**src/rtl/bp_table_ctrl_pkg.sv**
```systemverilog
// Shared types for the 2-bit branch-counter table controller.
// Optional feature macro: BP_UPD_BYPASS_EN (used by bp_table_ctrl / bp_update_fifo).
package bp_table_ctrl_pkg;

    localparam int BP_IDX_W = 4;

    typedef logic [1:0] bp_count_t;
    localparam bp_count_t BP_WEAK_TAKEN = 2'b10;

    // One resolved branch outcome waiting to be folded into the table.
    typedef struct packed {
        logic [BP_IDX_W-1:0] index;
        logic                taken;
    } bp_upd_t;

    typedef enum logic {
        S_INIT = 1'b0,
        S_RUN  = 1'b1
    } bp_ctrl_state_t;

    // Saturating 2-bit counter step: taken counts up to 2'b11, not-taken down to 2'b00.
    function automatic bp_count_t sat(input bp_count_t cnt, input logic taken);
        bp_count_t res;
        res = cnt;
        if (taken) begin
            if (cnt != 2'b11) res = cnt + 2'b01;
        end else begin
            if (cnt != 2'b00) res = cnt - 2'b01;
        end
        return res;
    endfunction

endpackage

```
**src/rtl/bp_table_ctrl_if.sv**
```systemverilog
// Fetch-lookup and execute-update channels of the branch-counter table controller.
// Handshakes: an update transfers on a rising edge where upd_valid && upd_ready;
// a lookup is served in the cycle where lookup_req && lookup_gnt (lookup_count valid then).
interface bp_table_ctrl_if
    import bp_table_ctrl_pkg::*;
#(
    parameter int IDX_W = BP_IDX_W
);
    logic             lookup_req;
    logic [IDX_W-1:0] lookup_index;
    logic             lookup_gnt;
    bp_count_t        lookup_count;
    logic             upd_valid;
    logic [IDX_W-1:0] upd_index;
    logic             upd_taken;
    logic             upd_ready;

    // Fetch / execute side.
    modport master (
        output lookup_req, lookup_index, upd_valid, upd_index, upd_taken,
        input  lookup_gnt, lookup_count, upd_ready
    );

    // Controller side.
    modport slave (
        input  lookup_req, lookup_index, upd_valid, upd_index, upd_taken,
        output lookup_gnt, lookup_count, upd_ready
    );
endinterface

```
**src/rtl/bp_table_ctrl_update_fifo.sv**
```systemverilog
// bp_update_fifo: circular queue of pending counter updates.
// With BP_UPD_BYPASS_EN the storage, read pointer and fill level are exported
// so the controller can fold pending updates into a lookup.
module bp_update_fifo
    import bp_table_ctrl_pkg::*;
#(
    parameter int DEPTH = 4
) (
    input  logic    clk,
    input  logic    rst_n,
    input  logic    clear,
    input  logic    push,
    input  bp_upd_t push_data,
    input  logic    pop,
    output bp_upd_t head,
    output logic    full,
    output logic    empty
`ifdef BP_UPD_BYPASS_EN
    ,
    output bp_upd_t                  entries [DEPTH],
    output logic [$clog2(DEPTH)-1:0] rd_ptr,
    output logic [$clog2(DEPTH):0]   count
`endif
);
    localparam int PTR_W = $clog2(DEPTH);

    logic [PTR_W-1:0] wr_ptr_q, wr_ptr_d, rd_ptr_q, rd_ptr_d;
    logic [PTR_W:0]   count_q, count_d;
    bp_upd_t          mem_q [DEPTH];
    bp_upd_t          mem_d [DEPTH];
    logic             push_ok, pop_ok;

    assign full    = (count_q == (PTR_W+1)'(DEPTH));
    assign empty   = (count_q == '0);
    assign head    = mem_q[rd_ptr_q];
    assign push_ok = push && !full;
    assign pop_ok  = pop && !empty;

`ifdef BP_UPD_BYPASS_EN
    assign entries = mem_q;
    assign rd_ptr  = rd_ptr_q;
    assign count   = count_q;
`endif

    // Queue storage and pointers.
    always_ff @(posedge clk or negedge rst_n) begin
        if (!rst_n) begin
            wr_ptr_q <= '0;
            rd_ptr_q <= '0;
            count_q  <= '0;
            for (int i = 0; i < DEPTH; i++) mem_q[i] <= '0;
        end else begin
            wr_ptr_q <= wr_ptr_d;
            rd_ptr_q <= rd_ptr_d;
            count_q  <= count_d;
            mem_q    <= mem_d;
        end
    end

    // Push/pop bookkeeping; clear drops every pending entry.
    always_comb begin
        mem_d    = mem_q;
        wr_ptr_d = wr_ptr_q;
        rd_ptr_d = rd_ptr_q;
        count_d  = count_q;
        if (clear) begin
            wr_ptr_d = '0;
            rd_ptr_d = '0;
            count_d  = '0;
        end else begin
            if (push_ok) begin
                mem_d[wr_ptr_q] = push_data;
                wr_ptr_d        = wr_ptr_q + PTR_W'(1);
            end
            if (pop_ok) rd_ptr_d = rd_ptr_q + PTR_W'(1);
            case ({push_ok, pop_ok})
                2'b10:   count_d = count_q + (PTR_W+1)'(1);
                2'b01:   count_d = count_q - (PTR_W+1)'(1);
                default: count_d = count_q;
            endcase
        end
    end

endmodule

```
**src/rtl/bp_table_ctrl.sv**
```systemverilog
// bp_table_ctrl: sequences the single-port 2-bit branch-counter table.
// Walks the table to weakly-taken after reset/flush, then arbitrates each cycle
// between a fetch lookup and the oldest queued update (read-modify-write).
// An update that has lost STARVE_LIM arbitrations in a row is forced ahead.
// Optional macro BP_UPD_BYPASS_EN: lookups see pending queued updates to their index.
module bp_table_ctrl
    import bp_table_ctrl_pkg::*;
#(
    parameter int IDX_W      = BP_IDX_W,
    parameter int FIFO_DEPTH = 4,
    parameter int STARVE_LIM = 3
) (
    input  logic              clk,
    input  logic              rst_n,
    input  logic              flush,
    output logic              busy,
    bp_table_ctrl_if.slave    bus,
    output logic [IDX_W-1:0]  tbl_index,
    input  bp_count_t         tbl_rdata,
    output logic              tbl_we,
    output bp_count_t         tbl_wdata
);
    localparam int SW    = $clog2(STARVE_LIM + 1);
    localparam int PTR_W = $clog2(FIFO_DEPTH);

    bp_ctrl_state_t   state_q, state_d;
    logic [IDX_W-1:0] walk_q, walk_d;
    logic [SW-1:0]    starve_q, starve_d;

    bp_upd_t   head;
    logic      full, empty, push, pop;
    logic      force_upd, lookup_win;
    bp_count_t byp_count;

    assign force_upd     = (starve_q == SW'(STARVE_LIM)) && !empty;
    assign lookup_win    = (state_q == S_RUN) && bus.lookup_req && !force_upd;
    assign bus.upd_ready = !full && !busy;
    assign push          = bus.upd_valid && bus.upd_ready;

`ifdef BP_UPD_BYPASS_EN
    bp_upd_t          q_entries [FIFO_DEPTH];
    logic [PTR_W-1:0] q_rd_ptr;
    logic [PTR_W:0]   q_count;
`endif

    bp_update_fifo #(.DEPTH(FIFO_DEPTH)) u_fifo (
        .clk       (clk),
        .rst_n     (rst_n),
        .clear     (flush),
        .push      (push),
        .push_data ('{index: bus.upd_index, taken: bus.upd_taken}),
        .pop       (pop),
        .head      (head),
        .full      (full),
        .empty     (empty)
`ifdef BP_UPD_BYPASS_EN
        ,
        .entries   (q_entries),
        .rd_ptr    (q_rd_ptr),
        .count     (q_count)
`endif
    );

`ifdef BP_UPD_BYPASS_EN
    // Advance the table value through every pending update to the looked-up index, oldest first.
    always_comb begin
        logic [PTR_W-1:0] slot;
        byp_count = tbl_rdata;
        slot      = q_rd_ptr;
        for (int i = 0; i < FIFO_DEPTH; i++) begin
            if (((PTR_W+1)'(i) < q_count) && (q_entries[slot].index == bus.lookup_index))
                byp_count = sat(byp_count, q_entries[slot].taken);
            slot = slot + PTR_W'(1);
        end
    end
`else
    assign byp_count = tbl_rdata;
`endif

    // State register: FSM state, init walk pointer, starvation counter.
    always_ff @(posedge clk or negedge rst_n) begin
        if (!rst_n) begin
            state_q  <= S_INIT;
            walk_q   <= '0;
            starve_q <= '0;
        end else begin
            state_q  <= state_d;
            walk_q   <= walk_d;
            starve_q <= starve_d;
        end
    end

    // Next state: walk one entry per cycle; flush restarts the walk from entry 0.
    always_comb begin
        state_d  = state_q;
        walk_d   = walk_q;
        starve_d = starve_q;
        case (state_q)
            S_INIT: begin
                starve_d = '0;
                if (flush) begin
                    walk_d = '0;
                end else begin
                    walk_d = walk_q + IDX_W'(1);
                    if (walk_q == {IDX_W{1'b1}}) state_d = S_RUN;
                end
            end
            S_RUN: begin
                // Any pop (or an empty queue) clears the count; a won lookup against a waiting update bumps it.
                if (empty || !lookup_win)            starve_d = '0;
                else if (starve_q != SW'(STARVE_LIM)) starve_d = starve_q + SW'(1);
                if (flush) begin
                    state_d = S_INIT;
                    walk_d  = '0;
                end
            end
            default: state_d = S_INIT;
        endcase
    end

    // Outputs: table port steering, lookup grant, update pop.
    always_comb begin
        busy             = 1'b1;
        bus.lookup_gnt   = 1'b0;
        bus.lookup_count = byp_count;
        tbl_index        = walk_q;
        tbl_we           = 1'b0;
        tbl_wdata        = BP_WEAK_TAKEN;
        pop              = 1'b0;
        case (state_q)
            S_INIT: begin
                // No array write while reset is held.
                tbl_we = rst_n;
            end
            S_RUN: begin
                busy = 1'b0;
                if (lookup_win) begin
                    bus.lookup_gnt = 1'b1;
                    tbl_index      = bus.lookup_index;
                end else if (!empty) begin
                    tbl_index = head.index;
                    tbl_we    = 1'b1;
                    tbl_wdata = sat(tbl_rdata, head.taken);
                    pop       = 1'b1;
                end
            end
            default: ;
        endcase
    end

endmodule

```
**src/flat_wrapper.sv**
```systemverilog
// flat-port wrapper written by rule: the top's interface ports become plain ports
module bp_table_ctrl_flat import bp_table_ctrl_pkg::*;
#(
    parameter int IDX_W      = BP_IDX_W,
    parameter int FIFO_DEPTH = 4,
    parameter int STARVE_LIM = 3
)
  (clk, rst_n, flush, busy, tbl_index, tbl_rdata, tbl_we, tbl_wdata, bus_lookup_req, bus_lookup_index, bus_upd_valid, bus_upd_index, bus_upd_taken, bus_lookup_gnt, bus_lookup_count, bus_upd_ready);
  bp_table_ctrl_if #(.IDX_W(IDX_W)) bus_i ();
  input  logic clk;
  input  logic rst_n;
  input  logic flush;
  output logic busy;
  output logic [IDX_W-1:0] tbl_index;
  input  bp_count_t tbl_rdata;
  output logic tbl_we;
  output bp_count_t tbl_wdata;
  input wire logic [$bits(bus_i.lookup_req)-1:0] bus_lookup_req;
  input wire logic [$bits(bus_i.lookup_index)-1:0] bus_lookup_index;
  input wire logic [$bits(bus_i.upd_valid)-1:0] bus_upd_valid;
  input wire logic [$bits(bus_i.upd_index)-1:0] bus_upd_index;
  input wire logic [$bits(bus_i.upd_taken)-1:0] bus_upd_taken;
  output wire logic [$bits(bus_i.lookup_gnt)-1:0] bus_lookup_gnt;
  output wire logic [$bits(bus_i.lookup_count)-1:0] bus_lookup_count;
  output wire logic [$bits(bus_i.upd_ready)-1:0] bus_upd_ready;
  assign bus_i.lookup_req = bus_lookup_req;
  assign bus_i.lookup_index = bus_lookup_index;
  assign bus_i.upd_valid = bus_upd_valid;
  assign bus_i.upd_index = bus_upd_index;
  assign bus_i.upd_taken = bus_upd_taken;
  assign bus_lookup_gnt = bus_i.lookup_gnt;
  assign bus_lookup_count = bus_i.lookup_count;
  assign bus_upd_ready = bus_i.upd_ready;
  bp_table_ctrl #(.IDX_W(IDX_W), .FIFO_DEPTH(FIFO_DEPTH), .STARVE_LIM(STARVE_LIM)) u_core (.clk(clk), .rst_n(rst_n), .flush(flush), .busy(busy), .bus(bus_i), .tbl_index(tbl_index), .tbl_rdata(tbl_rdata), .tbl_we(tbl_we), .tbl_wdata(tbl_wdata));
endmodule
```
**config.mk**
```make
export PLATFORM = sky130hd
export DESIGN_NAME = bp_table_ctrl_flat
export DESIGN_NICKNAME = d
export VERILOG_FILES = /design/src/rtl/bp_table_ctrl_pkg.sv /design/src/rtl/bp_table_ctrl_if.sv /design/src/rtl/bp_table_ctrl_update_fifo.sv /design/src/rtl/bp_table_ctrl.sv /design/src/flat_wrapper.sv
export SDC_FILE = /design/constraint.sdc
export NUM_CORES = 1
export LEC_CHECK = 0
export CAP_MARGIN = 20
export CORE_ASPECT_RATIO = 1.2
export CORE_MARGIN = 5
export CORE_UTILIZATION = 45
export DETAILED_ROUTE_END_ITERATION = 8
export PLACE_DENSITY_LB_ADDON = 0.2
export SYNTH_ARGS = -nofsm -noshare
export SYNTH_HDL_FRONTEND = slang
export SYNTH_SLANG_ARGS = --single-unit
```
**constraint.sdc**
```tcl
create_clock -name clk -period 3.1 [get_ports clk]
set_input_delay 0.465 -clock clk [delete_from_list [all_inputs] [get_ports clk]]
set_output_delay 0.465 -clock clk [all_outputs]
set_load 0.03 [all_outputs]
```
==> results of run 1 <==
==> power breakdown <==
group          total (mW)  switching [mW]  internal, mW
Combinational      0.0849          0.0424        0.0425
Sequential          0.459         0.00675         0.452
Clock               0.330           0.151         0.179
==> through the flow <==
step / utilization, % / cell area, µm² / cells
6_report: 56.6 / 2230 / 234
5_1_grt: 56.6 / 2230 / 234
4_1_cts: 56.6 / 2230 / 234
3_5_place_dp: 54.3 / 2140 / 226
3_3_place_gp: 54.3 / 2140 / 226
2_1_floorplan: - / 1830 / 151
==> cell families after synthesis <==
logic type / count (synthesis)
AND/OR/NAND/NOR: 41
adder cells (fa/ha/maj): 7
AO/OA/AOI/OAI: 14
buffers and inverters: 18
flip-flops: 34
multiplexers: 30
XOR/XNOR: 7
==> worst min path at each step <==
stage                  startpoint            endpoint  slack, ns  depth (start not counted)
2_1_floorplan               rst_n  u_core.starve_q[0]       0.17                          0
3_3_place_gp   u_core.starve_q[0]  u_core.starve_q[0]       0.42                          1
3_5_place_dp   u_core.starve_q[0]  u_core.starve_q[0]       0.44                          1
4_1_cts        u_core.starve_q[0]  u_core.starve_q[0]       0.44                          1
5_1_grt        u_core.starve_q[0]  u_core.starve_q[0]       0.48                          1
6_report       u_core.starve_q[0]  u_core.starve_q[0]       0.44                          1
==> metal layers <==
layer / global-route usage (%) / vias to the layer above / wire (µm)
met3: 4.23 / 8 / 183
met4: 6.76 / 0 / 76
met1: 18.5 / 597 / 1470
met5: 0 / - / 0
li1: - / 592 / -
met2: 26.8 / 35 / 1940
==> what timing repair did <==
action                     in CTS  in global routing
gates resized for setup         0                  1
setup endpoints to repair       0                  4
setup buffers                   0                  0
==> Yosys cell counts (all sizes together), types with 2 or more instances <==
| library cell | n | share of area, % |
|---|---|---|
| nand2b | 4 | 1.4 |
| o21ai | 2 | 0.55 |
| mux2i | 4 | 2.2 |
| nor2 | 13 | 2.7 |
| xnor2 | 4 | 2.9 |
| inv | 9 | 1.8 |
| a222oi | 3 | 1.6 |
| nand3 | 3 | 0.82 |
| buf | 5 | 2.0 |
| nor3 | 2 | 1.2 |
| xor2 | 3 | 1.4 |
| dfrtp | 34 | 46 |
| nor2b | 3 | 1.0 |
| mux4 | 5 | 6.1 |
| nand2 | 8 | 1.6 |
| mux2 | 21 | 13 |
| ha | 6 | 4.1 |
| nand4 | 2 | 0.68 |
| nor3b | 2 | 1.1 |
| clkbuf | 4 | 0.82 |
| a21oi | 3 | 0.82 |
| and3 | 2 | 0.96 |
==> area by class of cell <==
class / instances / area (µm²)
fill: 349 / 1710
clock buffer: 7 / 86.3
inverter: 9 / 33.8
multi-input combinational: 99 / 897
clock inverter: 1 / 5.00
tap: 54 / 67.6
sequential: 34 / 851
timing repair buffer: 30 / 290
==> state kept, by name, indices dropped and copies added, names as in the netlist <==
signal,flops
u_core.u_fifo.count_q,3
u_core.u_fifo.wr_ptr_q,2
u_core.u_fifo.rd_ptr_q,2
u_core.u_fifo.mem_q,20
u_core.starve_q,2
u_core.state_q,1
u_core.walk_q,4
==> worst register-to-register path: cells and delay by family, from the launching register on <==
family                   cells  cell delay (ns)
AND/OR/NAND/NOR              2             0.72
flip-flops                   1             0.44
adder cells (fa/ha/maj)      1             0.42
AO/OA/AOI/OAI                2             0.30
multiplexers                 1             0.10
buffers and inverters        1             0.09
==> metrics.cfg, run 1 <==
[clocking]
cts_tree=yes
cts-root-buf=clkbuf_8
cts.path.max_buffers=2
insertion_delay_ns=0.28
cts_hold_buf=0
clkTransAtPathRegs_ns=0.07
cts.sinks=34
cts_buffers=5
htree_levels=2

[floorplan]
die_w_um=68.3
start_util_pct=46.5
core_mm2=0.00394
rows=25
die-height_um=79.9
dieArea_mm2=0.00546
ios=28

[job]
cap_violations=0

[worst_setup_path]
path_delay_family=simple AND/OR/NAND/NOR gates
crit_path_start=u_core.u_fifo.count_q[0]
critical_path_class=flip-flop to output pin
critPathSlowestCell=clkdlybuf4s50_1
crit_chain=or3_1 -> nand3_1 -> nor2_1 -> a311oi_1 -> clkdlybuf4s50_1
worst-path-buf-inv=1
crit_path_end=tbl_index[0]
reg2reg_from=u_core.u_fifo.count_q[0]
max_stage_delay_ns=0.71
reg2reg_slack_ns=0.91
critPathLaunchType=flip-flop
arrival_ns=2.49
r2r_cells=7
critPathRequiredTime_ns=2.63
worstPathMaxFanout=8
rr_endpoint=u_core.u_fifo.count_q[2]
path_depth=5
cp-end-kind=output pin

[power_and_ir_drop]
power.total_mw=0.874
p_per_area_mw_per_mm2=392
leakage_nw=1.05
irDropWorstVdd_v=0.000252

[global_routing]
antenna_found_initial=0
grt_pass1_wl_mm=6.31
track_usage_pct=15.9
grt_remaining_overflow=0
grt_pass1_vias=1330
grt_max_degree=35

[logic_synthesis]
netlist_area_mm2=0.00183
synth_mux_area_share_pct=21.2
ys_types=38
yosysWarningCount=0
synth_compound_area_share_pct=5.73
synth_xor_area_share_pct=4.37
syn_area_per_cell_um2=12.1
synthSimpleGateAreaFrac_pct=12.4
synthFlopType=dfrtp_1
synthAdderAreaFrac_pct=5.19
synth-edff-count=0
async_reset_ff_share_pct=100
synth_top_family_by_area=multiplexers
postSynthCellCount=151
synth_seq_cells=34
synth_fp_nets=174
ys_seq_area_share_pct=46.4

[worst_hold_path]
hp-class=flip-flop to flip-flop

[layout]
layout_common_cells=34 x dfrtp_1, 26 x clkdlybuf4s50_1, 19 x mux2_2
layout_commonest_cell=dfrtp_1
diodes=0
area_growth_pct=21.7
drive_above_1_share_pct=22.2
final_nets=202

[drt]
post_drt_wl_per_cell_um=15.7
routed_wl_mm=3.67
vias=1232
first_pass_iters=4
route.detailed.drc=0
drtIter0Drc=38
postRouteAntennaNets=0
avgViaCountPerCell=5.26

[sta]
rsz0062_at_grt=no
finClkSkew_ns=0.00415
hold-worst-slack_ns=0.436
slew_headroom_pct=70.7
max_freq_ghz=0.339
tightest_slew_ns=0.436
slew_violations=0
setup_tns_ns=0
fin_ws_ns=0.148
post-route-min-period_ns=2.95
finalSetupViolCount=0
hold_viol=0
finalCritPeriodShare_pct=95.2

[placed_design]
pre_cts_slack_ns=0.323
numPortBuffers=27
gp_congestion=0.850
dpl.hpwl_mm=2.79

[outcome]
status=completed

No activity file was read; power rests on OpenSTA's default activity.
==> inputs of run 2 (changes only) <==
HOLD_SLACK_MARGIN = 0.08   (was default)
TNS_END_PERCENT = 100   (was default)
==> results of run 2 <==
The final DEF is identical to that of run 1; final timing and power are the same.
==> inputs of run 3 (changes only) <==
GPL_TIMING_DRIVEN = 1   (was default)
PLACE_DENSITY_LB_ADDON = 0.08   (was 0.2)
==> run 3 against run 2 <==
  * Worst setup slack improved by 0.023 ns
  * Non-clock buffer count did not move
  * Design area rose by 1.1%
  * Worst hold slack got worse by 0.0044 ns
  * Via count fell by 2.5%
  * Highest routed layer unchanged
  * Maximum frequency rose by 0.79%
  * Clock-buffer cell count rose by 1
==> metrics.cfg, run 3 (same netlist as run 1, synthesis figures left out) <==
[clocking]
insertion_delay_ns=0.28
cts.path.max_buffers=2
cts-root-buf=clkbuf_8
clkTransAtPathRegs_ns=0.07
htree_levels=2
cts_tree=yes
cts_buffers=5
cts_hold_buf=0
cts.sinks=34

[layout]
final-seq-area_um2=851
layout_common_cells=34 x dfrtp_1, 24 x clkdlybuf4s50_1, 19 x mux2_2
multiInputGateArea_um2=897
largestRegisters=u_core.u_fifo.mem_q (20), u_core.walk_q (4), u_core.u_fifo.count_q (3)
largest_register=u_core.u_fifo.mem_q
largest_register_ffs=20
diodes=0
final_nets=202
layout_commonest_cell=dfrtp_1
area_growth_pct=23.0
nFillCells=358
drive_above_1_share_pct=22.8

[drt]
vias=1201
drtIter0Drc=93
first_pass_iters=4
postRouteAntennaNets=0
route.detailed.drc=0
avgViaCountPerCell=5.13
post_drt_wl_per_cell_um=15.3
routed_wl_mm=3.57

[sta]
finalSetupViolCount=0
finClkSkew_ns=0.00536
rsz0062_at_grt=no
slew_violations=0
setup_tns_ns=0
finalCritPeriodShare_pct=94.5
hold-worst-slack_ns=0.432
post-route-min-period_ns=2.93
slew_headroom_pct=69.6
hold_viol=0
tightest_slew_ns=0.452
max_freq_ghz=0.341

[power_and_ir_drop]
p_per_area_mw_per_mm2=410
power_frac_comb_pct=9.1
switching_share_pct=22.3
clockPowerShare_pct=41.4
irDropWorstVdd_v=0.000374
leakage_nw=1.09
p_int_mw=0.718
p_switching_mw=0.206
power.total_mw=0.925
power_frac_seq_pct=49.5

[worst_setup_path]
critPathRequiredTime_ns=2.63
worstPathMaxFanout=8
critical_path_class=flip-flop to output pin
reg2reg_slack_ns=0.89
cp-end-kind=output pin
arrival_ns=2.46
critPathLaunchType=flip-flop

[global_routing]
grt_pass1_vias=1271
grt_max_degree=35
antenna_found_initial=0
track_usage_pct=15.1
grt_remaining_overflow=0
grt_pass1_wl_mm=6.12

[job]
cap_violations=0

[floorplan]
core_mm2=0.00394
dieArea_mm2=0.00546
rows=25
die-height_um=79.9
start_util_pct=46.5
die_w_um=68.3
ios=28

[placed_design]
gp_congestion=0.762
numPortBuffers=27
dpl.hpwl_mm=2.65

[outcome]
status=completed

[worst_hold_path]
hp-class=flip-flop to flip-flop

==> run 3: area by class of cell <==
| type | instances | share of cell area [%] |
|---|---|---|
| Sequential cell | 34 | 37.7 |
| Clock buffer | 8 | 4.88 |
| Timing Repair Buffer | 30 | 13.1 |
| Tap cell | 54 | 3.00 |
| Inverter | 9 | 1.50 |
| Multi-Input combinational cell | 99 | 39.8 |
==> run 3: what timing repair did <==
item / CTS / global route
setup buffers: 0 / 0
setup endpoints to repair: 0 / 4
gates resized for setup: 0 / 3
==> run 3: path summary, 6_finish.rpt <==
path | endpoint | from | cells after the start
worst max-delay path | tbl_index[3] | u_core.u_fifo.count_q[2] | 5
worst min-delay path | u_core.starve_q[0] | u_core.starve_q[0] | 1
worst max register to register | u_core.u_fifo.count_q[2] | u_core.u_fifo.count_q[2] | 7
worst min register to register | u_core.starve_q[0] | u_core.starve_q[0] | 1
max in group asynchronous | u_core.u_fifo.mem_q[10] | rst_n | 2
min in group asynchronous | u_core.starve_q[0] | rst_n | 2
==> run 3: power by group through the flow <==
stage	Clock (mW)	Sequential [mW]	Combinational [mW]
2_1_floorplan	0	0.465	0.0399
3_3_place_gp	0	0.466	0.0839
3_5_place_dp	0	0.466	0.0856
4_1_cts	0.393	0.458	0.0859
5_1_grt	0.416	0.459	0.0925
6_report	0.383	0.458	0.0839
==> run 3: routing by layer <==
layer	GRT usage [%]	share of wire, %
met1	19.3	45
met4	5.96	0.81
met3	4.08	4.5
met5	0	0
met2	23.8	50
==> run 3: per-stage QoR <==
stage	cells	util (%)	setup WS (ns)	instance area, µm²
CTS	234	57.1	0.0523	2250
global route	234	57.2	0.0447	2250
floorplan	151	-	0.532	1830
global placement	226	54.3	0.344	2140
detailed placement	226	54.3	0.306	2140
finish	234	57.2	0.171	2250
==> run 3: critical path: stages, from the launching register on <==
cell and delay [ns]:
dfrtp_1 0.43, or3_1 0.52, and3_4 0.28, a222oi_1 0.28
inv_1 0.07, clkdlybuf4s50_1 0.59
